**config.mk**
```make
export PLATFORM = sky130hd
export DESIGN_NAME = nvme_host_lite_master_flat
export DESIGN_NICKNAME = d
export VERILOG_FILES = /design/src/rtl/nvme_host_lite_master_if.sv /design/src/rtl/nvme_host_lite_master.sv /design/src/flat_wrapper.sv
export SDC_FILE = /design/constraint.sdc
export NUM_CORES = 1
export LEC_CHECK = 0
export CORE_ASPECT_RATIO = 1.4
export CORE_MARGIN = 1.5
export CORE_UTILIZATION = 34
export DETAILED_ROUTE_END_ITERATION = 8
export PLACE_DENSITY = 0.76
export SETUP_SLACK_MARGIN = 0.5
export SYNTH_ARGS = -nofsm -noshare
export SYNTH_HDL_FRONTEND = slang
export SYNTH_SLANG_ARGS = --single-unit
export TNS_END_PERCENT = 100
```
**constraint.sdc**
```tcl
create_clock -name axi_aclk -period 1.7 [get_ports axi_aclk]
set_input_delay 0.51 -clock axi_aclk [delete_from_list [all_inputs] [get_ports axi_aclk]]
set_output_delay 0.51 -clock axi_aclk [all_outputs]
set_load 0.05 [all_outputs]
```
**src/rtl/nvme_host_lite_master_if.sv**
```systemverilog
// Request/response stream plus AXI4-Lite master bundle for nvme_host_lite_master.
// The master modport is the bridge side; the slave modport is the requester/AXI-slave side.
interface nvme_host_lite_master_if #(
   parameter int unsigned ADDR_BITS = 32
);
   logic                 req_valid;
   logic                 req_ready;
   logic                 req_write;
   logic [ADDR_BITS-1:0] req_addr;
   logic [31:0]          req_wdata;
   logic [3:0]           req_wstrb;
   logic                 rsp_valid;
   logic                 rsp_ready;
   logic                 rsp_write;
   logic [31:0]          rsp_rdata;
   logic [1:0]           rsp_resp;
   logic                 rsp_timeout;
   logic [ADDR_BITS-1:0] m_axi_awaddr;
   logic                 m_axi_awvalid;
   logic                 m_axi_awready;
   logic [31:0]          m_axi_wdata;
   logic [3:0]           m_axi_wstrb;
   logic                 m_axi_wvalid;
   logic                 m_axi_wready;
   logic [1:0]           m_axi_bresp;
   logic                 m_axi_bvalid;
   logic                 m_axi_bready;
   logic [ADDR_BITS-1:0] m_axi_araddr;
   logic                 m_axi_arvalid;
   logic                 m_axi_arready;
   logic [31:0]          m_axi_rdata;
   logic [1:0]           m_axi_rresp;
   logic                 m_axi_rvalid;
   logic                 m_axi_rready;

   modport master (
      input  req_valid, req_write, req_addr, req_wdata, req_wstrb, rsp_ready,
      input  m_axi_awready, m_axi_wready, m_axi_bresp, m_axi_bvalid,
      input  m_axi_arready, m_axi_rdata, m_axi_rresp, m_axi_rvalid,
      output req_ready, rsp_valid, rsp_write, rsp_rdata, rsp_resp, rsp_timeout,
      output m_axi_awaddr, m_axi_awvalid, m_axi_wdata, m_axi_wstrb, m_axi_wvalid,
      output m_axi_bready, m_axi_araddr, m_axi_arvalid, m_axi_rready
   );

   modport slave (
      output req_valid, req_write, req_addr, req_wdata, req_wstrb, rsp_ready,
      output m_axi_awready, m_axi_wready, m_axi_bresp, m_axi_bvalid,
      output m_axi_arready, m_axi_rdata, m_axi_rresp, m_axi_rvalid,
      input  req_ready, rsp_valid, rsp_write, rsp_rdata, rsp_resp, rsp_timeout,
      input  m_axi_awaddr, m_axi_awvalid, m_axi_wdata, m_axi_wstrb, m_axi_wvalid,
      input  m_axi_bready, m_axi_araddr, m_axi_arvalid, m_axi_rready
   );
endinterface

```
**src/rtl/nvme_host_lite_master.sv**
```systemverilog
// Single-outstanding request/response to AXI4-Lite master bridge feeding the NVMe host slave.
// Optional watchdog abort compiled in with NVME_LITE_MASTER_TIMEOUT_EN.
module nvme_host_lite_master #(
   parameter int unsigned ADDR_BITS      = 32,
   parameter int unsigned TIMEOUT_CYCLES = 1024
) (
   input logic                     axi_aclk,
   input logic                     axi_aresetn,
   nvme_host_lite_master_if.master bus
);

   typedef enum logic [2:0] {StIdle, StWrAd, StWrB, StRdA, StRdR, StRsp} state_e;

`ifdef NVME_LITE_MASTER_TIMEOUT_EN
   // Idle and response states soak up stray B/R beats left behind by an abort.
   localparam logic IdleReady = 1'b1;
   localparam logic [15:0] TimeoutLast = 16'(TIMEOUT_CYCLES - 1);
   logic [15:0] cnt_d, cnt_q;
   logic        rsp_timeout_d, rsp_timeout_q;
`else
   localparam logic IdleReady = 1'b0;
   logic unused_timeout_cycles;
   assign unused_timeout_cycles = ^TIMEOUT_CYCLES;
`endif

   state_e               state_d, state_q;
   logic                 req_ready_d, req_ready_q;
   logic                 awvalid_d, awvalid_q, wvalid_d, wvalid_q, bready_d, bready_q;
   logic                 arvalid_d, arvalid_q, rready_d, rready_q;
   logic                 aw_done_d, aw_done_q, w_done_d, w_done_q;
   logic [ADDR_BITS-1:0] addr_d, addr_q;
   logic [31:0]          wdata_d, wdata_q;
   logic [3:0]           wstrb_d, wstrb_q;
   logic                 write_d, write_q;
   logic                 rsp_valid_d, rsp_valid_q;
   logic                 rsp_write_d, rsp_write_q;
   logic [31:0]          rsp_rdata_d, rsp_rdata_q;
   logic [1:0]           rsp_resp_d, rsp_resp_q;
   logic                 accept;

   assign accept = (state_q == StIdle) && bus.req_valid && req_ready_q;

   always_comb begin
      state_d     = state_q;
      req_ready_d = req_ready_q;
      awvalid_d   = awvalid_q;
      wvalid_d    = wvalid_q;
      bready_d    = bready_q;
      arvalid_d   = arvalid_q;
      rready_d    = rready_q;
      aw_done_d   = aw_done_q;
      w_done_d    = w_done_q;
      addr_d      = addr_q;
      wdata_d     = wdata_q;
      wstrb_d     = wstrb_q;
      write_d     = write_q;
      rsp_valid_d = rsp_valid_q;
      rsp_write_d = rsp_write_q;
      rsp_rdata_d = rsp_rdata_q;
      rsp_resp_d  = rsp_resp_q;
`ifdef NVME_LITE_MASTER_TIMEOUT_EN
      cnt_d         = cnt_q;
      rsp_timeout_d = rsp_timeout_q;
`endif
      unique case (state_q)
         StIdle: begin
            req_ready_d = 1'b1;
            bready_d    = IdleReady;
            rready_d    = IdleReady;
            if (accept) begin
               req_ready_d = 1'b0;
               bready_d    = 1'b0;
               rready_d    = 1'b0;
               addr_d      = bus.req_addr;
               wdata_d     = bus.req_wdata;
               wstrb_d     = bus.req_wstrb;
               write_d     = bus.req_write;
               if (bus.req_write) begin
                  state_d   = StWrAd;
                  awvalid_d = 1'b1;
                  wvalid_d  = 1'b1;
                  aw_done_d = 1'b0;
                  w_done_d  = 1'b0;
               end else begin
                  state_d   = StRdA;
                  arvalid_d = 1'b1;
               end
            end
         end
         StWrAd: begin
            // AW and W complete independently; B waits for both.
            if (awvalid_q && bus.m_axi_awready) begin
               awvalid_d = 1'b0;
               aw_done_d = 1'b1;
            end
            if (wvalid_q && bus.m_axi_wready) begin
               wvalid_d = 1'b0;
               w_done_d = 1'b1;
            end
            if (aw_done_d && w_done_d) begin
               state_d  = StWrB;
               bready_d = 1'b1;
            end
         end
         StWrB: begin
            if (bus.m_axi_bvalid && bready_q) begin
               bready_d    = IdleReady;
               rready_d    = IdleReady;
               state_d     = StRsp;
               rsp_valid_d = 1'b1;
               rsp_write_d = write_q;
               rsp_rdata_d = '0;
               rsp_resp_d  = bus.m_axi_bresp;
`ifdef NVME_LITE_MASTER_TIMEOUT_EN
               rsp_timeout_d = 1'b0;
`endif
            end
         end
         StRdA: begin
            if (arvalid_q && bus.m_axi_arready) begin
               arvalid_d = 1'b0;
               rready_d  = 1'b1;
               state_d   = StRdR;
            end
         end
         StRdR: begin
            if (bus.m_axi_rvalid && rready_q) begin
               bready_d    = IdleReady;
               rready_d    = IdleReady;
               state_d     = StRsp;
               rsp_valid_d = 1'b1;
               rsp_write_d = write_q;
               rsp_rdata_d = bus.m_axi_rdata;
               rsp_resp_d  = bus.m_axi_rresp;
`ifdef NVME_LITE_MASTER_TIMEOUT_EN
               rsp_timeout_d = 1'b0;
`endif
            end
         end
         StRsp: begin
            if (bus.rsp_ready) begin
               rsp_valid_d = 1'b0;
               req_ready_d = 1'b1;
               state_d     = StIdle;
            end
         end
         default: state_d = StIdle;
      endcase
`ifdef NVME_LITE_MASTER_TIMEOUT_EN
      if (accept) begin
         cnt_d = '0;
      end else if (state_q inside {StWrAd, StWrB, StRdA, StRdR}) begin
         cnt_d = cnt_q + 16'd1;
         // Abort overrides any handshake in the same cycle.
         if (cnt_q == TimeoutLast) begin
            awvalid_d     = 1'b0;
            wvalid_d      = 1'b0;
            arvalid_d     = 1'b0;
            bready_d      = IdleReady;
            rready_d      = IdleReady;
            state_d       = StRsp;
            rsp_valid_d   = 1'b1;
            rsp_write_d   = write_q;
            rsp_rdata_d   = '0;
            rsp_resp_d    = 2'b10;
            rsp_timeout_d = 1'b1;
         end
      end
`endif
   end

   always_ff @(posedge axi_aclk) begin
      if (!axi_aresetn) begin
         state_q     <= StIdle;
         req_ready_q <= 1'b0;
         awvalid_q   <= 1'b0;
         wvalid_q    <= 1'b0;
         bready_q    <= 1'b0;
         arvalid_q   <= 1'b0;
         rready_q    <= 1'b0;
         aw_done_q   <= 1'b0;
         w_done_q    <= 1'b0;
         addr_q      <= '0;
         wdata_q     <= '0;
         wstrb_q     <= '0;
         write_q     <= 1'b0;
         rsp_valid_q <= 1'b0;
         rsp_write_q <= 1'b0;
         rsp_rdata_q <= '0;
         rsp_resp_q  <= '0;
`ifdef NVME_LITE_MASTER_TIMEOUT_EN
         cnt_q         <= '0;
         rsp_timeout_q <= 1'b0;
`endif
      end else begin
         state_q     <= state_d;
         req_ready_q <= req_ready_d;
         awvalid_q   <= awvalid_d;
         wvalid_q    <= wvalid_d;
         bready_q    <= bready_d;
         arvalid_q   <= arvalid_d;
         rready_q    <= rready_d;
         aw_done_q   <= aw_done_d;
         w_done_q    <= w_done_d;
         addr_q      <= addr_d;
         wdata_q     <= wdata_d;
         wstrb_q     <= wstrb_d;
         write_q     <= write_d;
         rsp_valid_q <= rsp_valid_d;
         rsp_write_q <= rsp_write_d;
         rsp_rdata_q <= rsp_rdata_d;
         rsp_resp_q  <= rsp_resp_d;
`ifdef NVME_LITE_MASTER_TIMEOUT_EN
         cnt_q         <= cnt_d;
         rsp_timeout_q <= rsp_timeout_d;
`endif
      end
   end

   assign bus.req_ready     = req_ready_q;
   assign bus.rsp_valid     = rsp_valid_q;
   assign bus.rsp_write     = rsp_write_q;
   assign bus.rsp_rdata     = rsp_rdata_q;
   assign bus.rsp_resp      = rsp_resp_q;
   assign bus.m_axi_awaddr  = addr_q;
   assign bus.m_axi_awvalid = awvalid_q;
   assign bus.m_axi_wdata   = wdata_q;
   assign bus.m_axi_wstrb   = wstrb_q;
   assign bus.m_axi_wvalid  = wvalid_q;
   assign bus.m_axi_bready  = bready_q;
   assign bus.m_axi_araddr  = addr_q;
   assign bus.m_axi_arvalid = arvalid_q;
   assign bus.m_axi_rready  = rready_q;
`ifdef NVME_LITE_MASTER_TIMEOUT_EN
   assign bus.rsp_timeout = rsp_timeout_q;
`else
   assign bus.rsp_timeout = 1'b0;
`endif

endmodule

```
**src/flat_wrapper.sv**
```systemverilog
// flat-port wrapper written by rule: the top's interface ports become plain ports
module nvme_host_lite_master_flat 
#(
   parameter int unsigned ADDR_BITS      = 32,
   parameter int unsigned TIMEOUT_CYCLES = 1024
)
  (axi_aclk, axi_aresetn, bus_req_valid, bus_req_write, bus_req_addr, bus_req_wdata, bus_req_wstrb, bus_rsp_ready, bus_m_axi_awready, bus_m_axi_wready, bus_m_axi_bresp, bus_m_axi_bvalid, bus_m_axi_arready, bus_m_axi_rdata, bus_m_axi_rresp, bus_m_axi_rvalid, bus_req_ready, bus_rsp_valid, bus_rsp_write, bus_rsp_rdata, bus_rsp_resp, bus_rsp_timeout, bus_m_axi_awaddr, bus_m_axi_awvalid, bus_m_axi_wdata, bus_m_axi_wstrb, bus_m_axi_wvalid, bus_m_axi_bready, bus_m_axi_araddr, bus_m_axi_arvalid, bus_m_axi_rready);
  nvme_host_lite_master_if #(.ADDR_BITS(ADDR_BITS)) bus_i ();
  input logic axi_aclk;
  input logic axi_aresetn;
  input wire logic [$bits(bus_i.req_valid)-1:0] bus_req_valid;
  input wire logic [$bits(bus_i.req_write)-1:0] bus_req_write;
  input wire logic [$bits(bus_i.req_addr)-1:0] bus_req_addr;
  input wire logic [$bits(bus_i.req_wdata)-1:0] bus_req_wdata;
  input wire logic [$bits(bus_i.req_wstrb)-1:0] bus_req_wstrb;
  input wire logic [$bits(bus_i.rsp_ready)-1:0] bus_rsp_ready;
  input wire logic [$bits(bus_i.m_axi_awready)-1:0] bus_m_axi_awready;
  input wire logic [$bits(bus_i.m_axi_wready)-1:0] bus_m_axi_wready;
  input wire logic [$bits(bus_i.m_axi_bresp)-1:0] bus_m_axi_bresp;
  input wire logic [$bits(bus_i.m_axi_bvalid)-1:0] bus_m_axi_bvalid;
  input wire logic [$bits(bus_i.m_axi_arready)-1:0] bus_m_axi_arready;
  input wire logic [$bits(bus_i.m_axi_rdata)-1:0] bus_m_axi_rdata;
  input wire logic [$bits(bus_i.m_axi_rresp)-1:0] bus_m_axi_rresp;
  input wire logic [$bits(bus_i.m_axi_rvalid)-1:0] bus_m_axi_rvalid;
  output wire logic [$bits(bus_i.req_ready)-1:0] bus_req_ready;
  output wire logic [$bits(bus_i.rsp_valid)-1:0] bus_rsp_valid;
  output wire logic [$bits(bus_i.rsp_write)-1:0] bus_rsp_write;
  output wire logic [$bits(bus_i.rsp_rdata)-1:0] bus_rsp_rdata;
  output wire logic [$bits(bus_i.rsp_resp)-1:0] bus_rsp_resp;
  output wire logic [$bits(bus_i.rsp_timeout)-1:0] bus_rsp_timeout;
  output wire logic [$bits(bus_i.m_axi_awaddr)-1:0] bus_m_axi_awaddr;
  output wire logic [$bits(bus_i.m_axi_awvalid)-1:0] bus_m_axi_awvalid;
  output wire logic [$bits(bus_i.m_axi_wdata)-1:0] bus_m_axi_wdata;
  output wire logic [$bits(bus_i.m_axi_wstrb)-1:0] bus_m_axi_wstrb;
  output wire logic [$bits(bus_i.m_axi_wvalid)-1:0] bus_m_axi_wvalid;
  output wire logic [$bits(bus_i.m_axi_bready)-1:0] bus_m_axi_bready;
  output wire logic [$bits(bus_i.m_axi_araddr)-1:0] bus_m_axi_araddr;
  output wire logic [$bits(bus_i.m_axi_arvalid)-1:0] bus_m_axi_arvalid;
  output wire logic [$bits(bus_i.m_axi_rready)-1:0] bus_m_axi_rready;
  assign bus_i.req_valid = bus_req_valid;
  assign bus_i.req_write = bus_req_write;
  assign bus_i.req_addr = bus_req_addr;
  assign bus_i.req_wdata = bus_req_wdata;
  assign bus_i.req_wstrb = bus_req_wstrb;
  assign bus_i.rsp_ready = bus_rsp_ready;
  assign bus_i.m_axi_awready = bus_m_axi_awready;
  assign bus_i.m_axi_wready = bus_m_axi_wready;
  assign bus_i.m_axi_bresp = bus_m_axi_bresp;
  assign bus_i.m_axi_bvalid = bus_m_axi_bvalid;
  assign bus_i.m_axi_arready = bus_m_axi_arready;
  assign bus_i.m_axi_rdata = bus_m_axi_rdata;
  assign bus_i.m_axi_rresp = bus_m_axi_rresp;
  assign bus_i.m_axi_rvalid = bus_m_axi_rvalid;
  assign bus_req_ready = bus_i.req_ready;
  assign bus_rsp_valid = bus_i.rsp_valid;
  assign bus_rsp_write = bus_i.rsp_write;
  assign bus_rsp_rdata = bus_i.rsp_rdata;
  assign bus_rsp_resp = bus_i.rsp_resp;
  assign bus_rsp_timeout = bus_i.rsp_timeout;
  assign bus_m_axi_awaddr = bus_i.m_axi_awaddr;
  assign bus_m_axi_awvalid = bus_i.m_axi_awvalid;
  assign bus_m_axi_wdata = bus_i.m_axi_wdata;
  assign bus_m_axi_wstrb = bus_i.m_axi_wstrb;
  assign bus_m_axi_wvalid = bus_i.m_axi_wvalid;
  assign bus_m_axi_bready = bus_i.m_axi_bready;
  assign bus_m_axi_araddr = bus_i.m_axi_araddr;
  assign bus_m_axi_arvalid = bus_i.m_axi_arvalid;
  assign bus_m_axi_rready = bus_i.m_axi_rready;
  nvme_host_lite_master #(.ADDR_BITS(ADDR_BITS), .TIMEOUT_CYCLES(TIMEOUT_CYCLES)) u_core (.axi_aclk(axi_aclk), .axi_aresetn(axi_aresetn), .bus(bus_i));
endmodule
```
## Word level (Yosys, flattened, before mapping)

Cells that the tools add are included.
Widths: inputs -> output; s select.

| storage, ports and cells | value |
|---|---|
| register bits | 116 |
| input port bits | 114 |
| word-level logic and storage cells | 107 |

| operators by class | value |
|---|---|
| equal/unequal tests | 15 |
| muxes and demuxes | 48 |
| reduce and logical (&&, ||, !) cells | 27 |

Operators with widths:

| kind | count |
|---|---|
| $mux 32 | 2 |
| $pmux 32 s2 | 1 |
| $mux 1 | 24 |
| $reduce_and 4->1 | 6 |
| $mux 3 | 6 |
| $pmux 3 s6 | 1 |
| $ne 2x1->1 const B | 7 |
| $pmux 1 s2 | 7 |
| $logic_and 1x1->1 | 8 |
| $pmux 1 s4 | 2 |
| $reduce_bool 2->1 | 4 |
| $reduce_bool 4->1 | 2 |
| $eq 3x2->1 const B | 2 |
| $eq 3x3->1 const B | 2 |
| $mux 2 | 3 |
| $ne 2x2->1 const B | 3 |
| $reduce_and 3->1 | 2 |
| $reduce_and 6->1 | 1 |
| $pmux 2 s2 | 1 |
| $reduce_and 2->1 | 2 |
| $eq 3x1->1 const B | 1 |
| $logic_not 3->1 | 1 |
| $pmux 1 s3 | 1 |
| $reduce_bool 3->1 | 1 |

## Longest topological paths before layout

Gate-level depths: netlist of run 1.

| logic depth | value |
|---|---|
| depth after elaboration | 6 |
| depth in mapped cells | 7 |
| gate-level depth less buffers | 4 |

## Worst setup path before layout of run 1

No wires, ideal clock.

| timing path | value |
|---|---|
| path kind | register to register |
| start point | register u_core.req_ready_q (netlist: u_core.bus.req_ready) |
| end point | register u_core.aw_done_q |
| arrival time | 1.786 ns |
| required time | 1.582 ns |
| setup slack | -0.204 ns |
| stages on the path, launching flop included | 7 |
| buffers on the path | 2 |
| cell sequence | dfxtp_1 -> nand2_1 -> or4_1 -> clkbuf_1 -> buf_2 -> o21ai_1 -> nor2_1 |

| between the ends | value |
|---|---|
| cells in the longest elaborated chain, start to end | 3 |

Ends and longest elaborated chain:

| what | line | RTL |
|---|---|---|
| start, declared | nvme_host_lite_master.sv:27 | `logic req_ready_d, req_ready_q;` |
| start signal, assigned | nvme_host_lite_master.sv:197 | `req_ready_q <= req_ready_d;` |
| $logic_and 1x1->1 | nvme_host_lite_master.sv:41 | `assign accept = (state_q == StIdle) && bus.req_valid && req_ready_q;` |
| $ne 2x1->1 (no source line) | - |  |
| $reduce_and 3->1 (no source line) | - |  |
| end signal, assigned | nvme_host_lite_master.sv:203 | `aw_done_q <= aw_done_d;` |
| end, declared | nvme_host_lite_master.sv:30 | `logic aw_done_d, aw_done_q, w_done_d, w_done_q;` |

Every way passes these cells.
A chain may end at the register's enable or synchronous reset.

## Final worst setup path of run 1

| timing path | value |
|---|---|
| start point | register u_core.state_q[1] |
| end point | register u_core.rsp_rdata_q[29] (netlist: u_core.bus.rsp_rdata[29]) |

| between the ends | value |
|---|---|
| cells in the longest elaborated chain, start to end | 3 |
| elaborated cells between the ends (all ways) | 7 |
| those cells by class | eq/ne: 4; mux: 1; reduce/logical: 2 |

Ends and longest elaborated chain:

| what | line | RTL |
|---|---|---|
| start, declared | nvme_host_lite_master.sv:26 | `state_e state_d, state_q;` |
| start signal, assigned | nvme_host_lite_master.sv:174 | `state_q <= StIdle;` |
| start signal, assigned | nvme_host_lite_master.sv:196 | `state_q <= state_d;` |
| $eq 3x3->1 or $eq 3x2->1 (tied branches) | nvme_host_lite_master.sv:65 | `unique case (state_q)` |
| $ne 2x1->1 (no source line) or $reduce_bool 2->1 (tied branches) | - |  |
| $reduce_and 3->1 (no source line) | - |  |
| end signal, assigned | nvme_host_lite_master.sv:211 | `rsp_rdata_q <= rsp_rdata_d;` |
| end, declared | nvme_host_lite_master.sv:37 | `logic [31:0] rsp_rdata_d, rsp_rdata_q;` |

Parallel ways exist; a longest one is shown, timed or not.

==> results of run 1 <==
layout make-up:
type,count,area [um2],area share
repair buffers,354,5170,0.478
flip-flops and latches,116,2640,0.244
multi-input cells,346,2180,0.201
clock buffers,20,489,0.0452
well taps,153,191,0.0177
clock inverters,12,138,0.0127
inverters,5,20.0,0.00185
placed cells by master (no fill, tap or decap), types with 2 or more instances in the layout:
cell type and n:
buf_12 153, nand2_1 121, clkdlybuf4s50_1 110, dfxtp_4 72, buf_4 65, a21oi_1 60, nor2_1 40, dfxtp_2 36
a22oi_2 34, clkbuf_16 26, a21oi_2 20, nand2_4 19, nand2_2 8, dfxtp_1 8, buf_6 7, buf_16 5
inv_1 4, mux2i_1 4, nand3_1 4, o211ai_1 3, inv_6 3, clkinv_4 3, clkinv_2 2, nor3b_4 2
a31o_2 2, a31oi_1 2, o31ai_1 2, bufinv_16 2, inv_4 2, bufbuf_16 2, dlygate4sd2_1 2, buf_8 2
sequential cells by signal, indices dropped and copies added (netlist names), 2 cells and up:
signal                   cells
u_core.state_q               3
u_core.bus.rsp_rdata        32
u_core.bus.m_axi_araddr     32
u_core.bus.rsp_resp          2
u_core.bus.m_axi_wdata      32
u_core.bus.m_axi_wstrb       4
worst paths after layout:
path,slack (ns),startpoint,endpoint,depth (start not counted)
min reg2reg,0.47,u_core.bus.m_axi_wdata[30]$_SDFFE_PN0P_,u_core.bus.m_axi_wdata[30]$_SDFFE_PN0P_,2
max reg2reg,0.05,u_core.state_q[1]$_SDFFE_PN0P_,u_core.bus.rsp_rdata[29]$_SDFFE_PN0P_,6
min,0.47,u_core.bus.m_axi_wdata[30]$_SDFFE_PN0P_,u_core.bus.m_axi_wdata[30]$_SDFFE_PN0P_,2
max,0.05,u_core.state_q[1]$_SDFFE_PN0P_,u_core.bus.rsp_rdata[29]$_SDFFE_PN0P_,6
per-stage QoR:
step	instance area (um2)	hold WS, ns
6_report	10800	0.475
5_1_grt	10800	0.486
4_1_cts	9800	0.476
3_5_place_dp	8690	0.469
3_3_place_gp	8690	0.451
2_1_floorplan	4810	0.438
power by group through the flow:
stage,Combinational [uW],Sequential [uW],Clock (uW)
floorplan,1870,4280,0
global placement,4630,3590,0
detailed placement,4720,3620,0
CTS,5480,3550,3780
global route,6470,3610,3940
finish,6230,3570,3760
worst max-delay path, stage by stage (launching register included):
cell and delay [ns]:
dfxtp_4 0.38, nand4b_1 0.20, a221o_2 0.42, buf_12 0.16, buf_12 0.13, a22oi_2 0.15, nor2_1 0.09
per-layer routing:
metal / up-vias / routed length, um
met5: - / 0
met1: 2530 / 6900
met2: 278 / 10900
li1: 2386 / -
met4: 0 / 879
met3: 69 / 1230
timing repair:
| item | 4_1_cts | 5_1_grt |
|---|---|---|
| pin swaps | 7 | 22 |
| gates cloned | 8 | 7 |
| gates resized for setup | 46 | 182 |
| setup endpoints to repair | 258 | 258 |
| setup buffers | 9 | 50 |
| hold endpoints to repair | 0 | 0 |
cells by family (layout without fill, tap and decap cells):
logic type | Yosys count | count (layout) | synth area share
AO/OA/AOI/OAI | 130 | 130 | 0.175
buffers and inverters | 77 | 391 | 0.100
flip-flops | 116 | 116 | 0.521
multiplexers | 4 | 4 | 0.00898
other | 1 | 1 | 0.000841
AND/OR/NAND/NOR | 211 | 211 | 0.194
==> flow_summary.ini, run 1 <==
[run_status]
status = finished clean

[sta]
period_needed_ns = 1.65
max_freq_ghz = 0.606
timing.final.crit_share = 0.971
hold_violations = 0
fin_tns_setup_ns = 0
finalSetupViolations = 0
fin_skew_ns = 0.00799
finalMaxSlewViolations = 0
rsz0062_at_grt = true
setup_slack_ns = 0.0488

[place]
dp.cells = 900
dp.final_hpwl_um = 11300
io_buffer_count = 255
dp_slack_ns = -0.638
place.gp.congestion = 0.892

[worst_setup_path]
critPathMaxFanout = 8
start_kind = register
endpoint_kind = register
required_ns = 1.98
worstPathArrival_ns = 1.93
worstSetupPathType = reg -> reg

[global_route]
antenna_found_initial = 0
grtUsageMet3 = 0.0677
met2_usage = 0.456
grt_start_max_net_pins = 65
busiest_layer = met2
grt_usage = 0.245
gr-usage-met1 = 0.250
grt_pass1_wl_um = 26400
grt_pass1_vias = 5111
grt_overflow_total = 0

[synth]
ys_seq_elements = 116
yosys-top-cells-count = nand2_1 (149), dfxtp_1 (116), a21oi_1 (80)
synth-edff-count = 0
ys_seq_area_frac = 0.521
netlist-cell-type-count = 38
synth_ff_type = dfxtp_1
synthCells = 539
syn_nets = 653
synth_area_leader_cell = dfxtp_1
avgSynthCellArea_um2 = 8.27
syn_area_mm2 = 0.00446
synth.most_common_cell = nand2_1
synth_area_leaders = dfxtp_1 (52%), nand2_1 (13%), a21oi_1 (9.0%), buf_4 (5.9%), a22oi_1 (5.7%)
ys_warn_count = 0
async_flop_share = 0
synth_top_area_share = 0.521

[clocking]
clock-root-buffer = clkbuf_16
ctsHoldBuffers = 0
cts_buffer_depth = 2
h-tree-depth = 4
clock_latency_ns = 0.41
cts_buffers = 17
cts.sinks = 116
cts.clk_slew.worst_paths_ns = 0.06
tritoncts = done

[power_and_ir_drop]
seq_power_share = 0.263
clkPwrFrac = 0.277
finalPower_uw = 13600
ir_drop_mv = 0.890
power_density_mw_per_mm2 = 1250
p_sw_frac = 0.363
p_int_uw = 8640
p_leak_uw = 0.00415
power_switching_uw = 4920
p_comb_frac = 0.460

[layout]
drive_gt1_frac = 0.563
nFillCells = 647
fin_nets = 954
diodes = 0
post-route-util = 0.845
syn_to_final_growth_pct = 143
layout.cells.non_filler = 1006

[floorplanning]
coreArea_mm2 = 0.0128
initial_utilization = 0.348
num_rows = 49
die_w_um = 99.8
dieArea_mm2 = 0.0138
fp.dieH_um = 139
io-pin-count = 257

[worst_hold_path]
worstHoldPathType = reg -> reg

[detailed_routing]
drt_iter0_markers = 179
via_per_inst = 5.23
firstDrtPassIters = 4
routedWlPerCell_um = 19.8
drc_errors = 0
ant_nets = 0
wl_um = 19900
vias = 5263

[job]
drv_cap = 0
No activity file was read; power rests on OpenSTA's default activity.
==> run 2: changes to the inputs <==
--- a/config.mk
+++ b/config.mk
@@ -9,6 +9,7 @@
 export CORE_MARGIN = 1.5
 export CORE_UTILIZATION = 34
 export DETAILED_ROUTE_END_ITERATION = 8
+export HOLD_SLACK_MARGIN = 0.12
 export PLACE_DENSITY = 0.76
 export SETUP_SLACK_MARGIN = 0.5
 export SYNTH_ARGS = -nofsm -noshare
==> results of run 2 <==
Same layout as run 1: the final DEF is identical, and so are final timing and power.
==> run 3: changes to the inputs <==
--- a/config.mk
+++ b/config.mk
@@ -9,7 +9,6 @@
 export CORE_MARGIN = 1.5
 export CORE_UTILIZATION = 34
 export DETAILED_ROUTE_END_ITERATION = 8
-export HOLD_SLACK_MARGIN = 0.12
 export PLACE_DENSITY = 0.76
 export SETUP_SLACK_MARGIN = 0.5
 export SYNTH_ARGS = -nofsm -noshare
==> constraint.sdc (replaced) <==
create_clock -name axi_aclk -period 1.4 [get_ports axi_aclk]
set_input_delay 0.42 -clock axi_aclk [delete_from_list [all_inputs] [get_ports axi_aclk]]
set_output_delay 0.42 -clock axi_aclk [all_outputs]
set_load 0.05 [all_outputs]
==> run 3 against run 2 <==
The run now ends with setup timing left. Sequential power is 21% higher. Cell count rose by 3.4%. Wire length rose by 24%. Power rose by 30%. Sequential cell count stayed put. Cell area increased by 6.0%. Utilization rose by 5.0 points. Critical endpoint is now u_core.bus.rsp_rdata[28]$_SDFFE_PN0P_. Largest cell class unchanged.
==> flow_summary.ini, run 3 (synthesis gave the netlist of run 1 again) <==
[sta]
max_freq_ghz = 0.587
fin_skew_ns = 0.00851
hold_violations = 0
rsz0062_at_grt = true
period_needed_ns = 1.70
finalSetupViolations = 119
finalMaxSlewViolations = 0
setup_slack_ns = -0.303
timing.final.crit_share = 1.22

[power_and_ir_drop]
p_leak_uw = 0.00451
power_switching_uw = 6470
ir_drop_mv = 1.13
p_sw_frac = 0.367
p_int_uw = 11200
seq_power_share = 0.245
clkPwrFrac = 0.279
p_comb_frac = 0.476
power_density_mw_per_mm2 = 1540

[place]
dp_slack_ns = -0.777
dp.cells = 913
io_buffer_count = 255
dp.final_hpwl_um = 11700
place_area_mm2 = 0.00879
place.gp.congestion = 0.898

[detailed_routing]
via_per_inst = 5.47
firstDrtPassIters = 6
routedWlPerCell_um = 23.7
ant_nets = 0
wl_um = 24700
drc_errors = 0
drt_iter0_markers = 323
vias = 5684

[layout]
stdcell_area_mm2 = 0.0115
fin_nets = 987
layout_common_cells = buf_12 (154), clkdlybuf4s50_1 (110), nand2_1 (89), buf_4 (81), dfxtp_4 (67)
layout.cells.non_filler = 1040
syn_to_final_growth_pct = 157
drive_gt1_frac = 0.650
layout_commonest_cell = buf_12

[floorplanning]
io-pin-count = 257
initial_utilization = 0.348
die_w_um = 99.8
fp.dieH_um = 139
dieArea_mm2 = 0.0138
coreArea_mm2 = 0.0128
num_rows = 49

[worst_setup_path]
crit_path_cell_trace = buf_6, buf_6, nor3b_4, nor2b_4, buf_6, clkbuf_16, a22oi_2, nor2_1
crit_buf_inv = 4
cp_num_cells = 8
timing.rr.end = u_core.bus.rsp_rdata[28]$_SDFFE_PN0P_
crit_family = simple AND/OR/NAND/NOR gates
crit_top_cell = buf_6
r2r.worst_path.cells = 8
r2r_slack_ns = -0.30
endpoint_kind = register
crit_end = u_core.bus.rsp_rdata[28]$_SDFFE_PN0P_
crit_path_start = u_core.state_q[0]$_SDFFE_PN0P_
required_ns = 1.71
worstPathArrival_ns = 2.01
r2r-start = u_core.state_q[0]$_SDFFE_PN0P_
critPathMaxFanout = 4
slowest_stage = dfxtp_2
start_kind = register
cp_slowest_stage_delay_ns = 0.32
worstSetupPathType = reg -> reg

[run_status]
violations = setup timing
status = finished with violations

[worst_hold_path]
worstHoldPathType = reg -> reg
holdPathStages = 2

[clocking]
cts.sinks = 116
cts.clk_slew.worst_paths_ns = 0.06
cts_buffers = 17
clock-root-buffer = clkbuf_16
h-tree-depth = 4
clock_latency_ns = 0.42
cts_buffer_depth = 2
tritoncts = done

[global_route]
antenna_found_initial = 1
grt_pass1_vias = 5576
grt_overflow_total = 0
grt_pass1_wl_um = 29500
grt_start_max_net_pins = 45
grt_usage = 0.276

[job]
drv_cap = 0
[run 3: cell types whose count changed in the layout (fill, tap and decap cells not counted), sizes merged]
cell,change
clkdlybuf4s15,-1
dlygate4sd2,+1
clkinvlp,-1
buf,+32
clkbuf,+7
inv,-4
bufbuf,-1
diode,+1
[run 3: through the flow]
stage	util	setup TNS (ns)	power (uW)	hold slack, ns
finish	0.895	-24.93	17600	0.481
global route	0.895	-30.34	18100	0.492
floorplan	-	-8.37	7590	0.436
global placement	0.686	-70.37	10100	0.443
detailed placement	0.686	-75.17	10300	0.452
CTS	0.810	-15.34	16400	0.465
[run 3: how the worst min path moves through the flow]
| stage | from | to | slack (ns) |
|---|---|---|---|
| final | u_core.write_q$_SDFFE_PN0P_ | u_core.write_q$_SDFFE_PN0P_ | 0.48 |
| after CTS | u_core.write_q$_SDFFE_PN0P_ | u_core.write_q$_SDFFE_PN0P_ | 0.46 |
| after global routing | u_core.write_q$_SDFFE_PN0P_ | u_core.write_q$_SDFFE_PN0P_ | 0.49 |
| after floorplan | u_core.write_q$_SDFFE_PN0P_ | u_core.write_q$_SDFFE_PN0P_ | 0.44 |
| after detailed placement | u_core.write_q$_SDFFE_PN0P_ | u_core.write_q$_SDFFE_PN0P_ | 0.45 |
| after global placement | u_core.write_q$_SDFFE_PN0P_ | u_core.write_q$_SDFFE_PN0P_ | 0.44 |
[run 3: layout make-up]
| type | count | area, um2 |
|---|---|---|
| antenna | 1 | 2.50 |
| timing repair buffer | 387 | 5540 |
| tap | 153 | 191 |
| clock buffer | 25 | 571 |
| multi-input combinational | 346 | 2410 |
| sequential | 116 | 2630 |
| inverter | 5 | 20.0 |
| clock inverter | 7 | 101 |
| fill | 478 | 1350 |
[run 3: worst register-to-register path, cell delays in order, from the launching register on]
cell	delay (ns)
dfxtp_2	0.32
buf_6	0.12
buf_6	0.12
nor3b_4	0.23
nor2b_4	0.24
buf_6	0.16
clkbuf_16	0.15
a22oi_2	0.07
nor2_1	0.18
[run 3: power by group through the flow]
stage / Combinational, uW / Sequential [uW] / Clock, uW
after global routing: 8610 / 4370 / 5120
final: 8410 / 4320 / 4920
after CTS: 7230 / 4300 / 4830
after global placement: 5800 / 4310 / 0
after detailed placement: 5930 / 4340 / 0
after floorplan: 2320 / 5270 / 0
[run 3: per-layer routing]
metal  up-vias  GRT usage  share of wire
li1       2451          -              -
met1      2770      0.273           0.33
met2       364      0.509           0.55
met3        99     0.0870          0.064
met4         0      0.133          0.053
met5         -          0              0
[run 3: repair_timing]
item                                    4_1_cts  5_1_grt
setup buffers                                32       41
gates resized for setup                     124      148
endpoints found under the setup margin      258      258
pin swaps                                    31       61
cloned                                       10       11
hold buffers                                  0        0
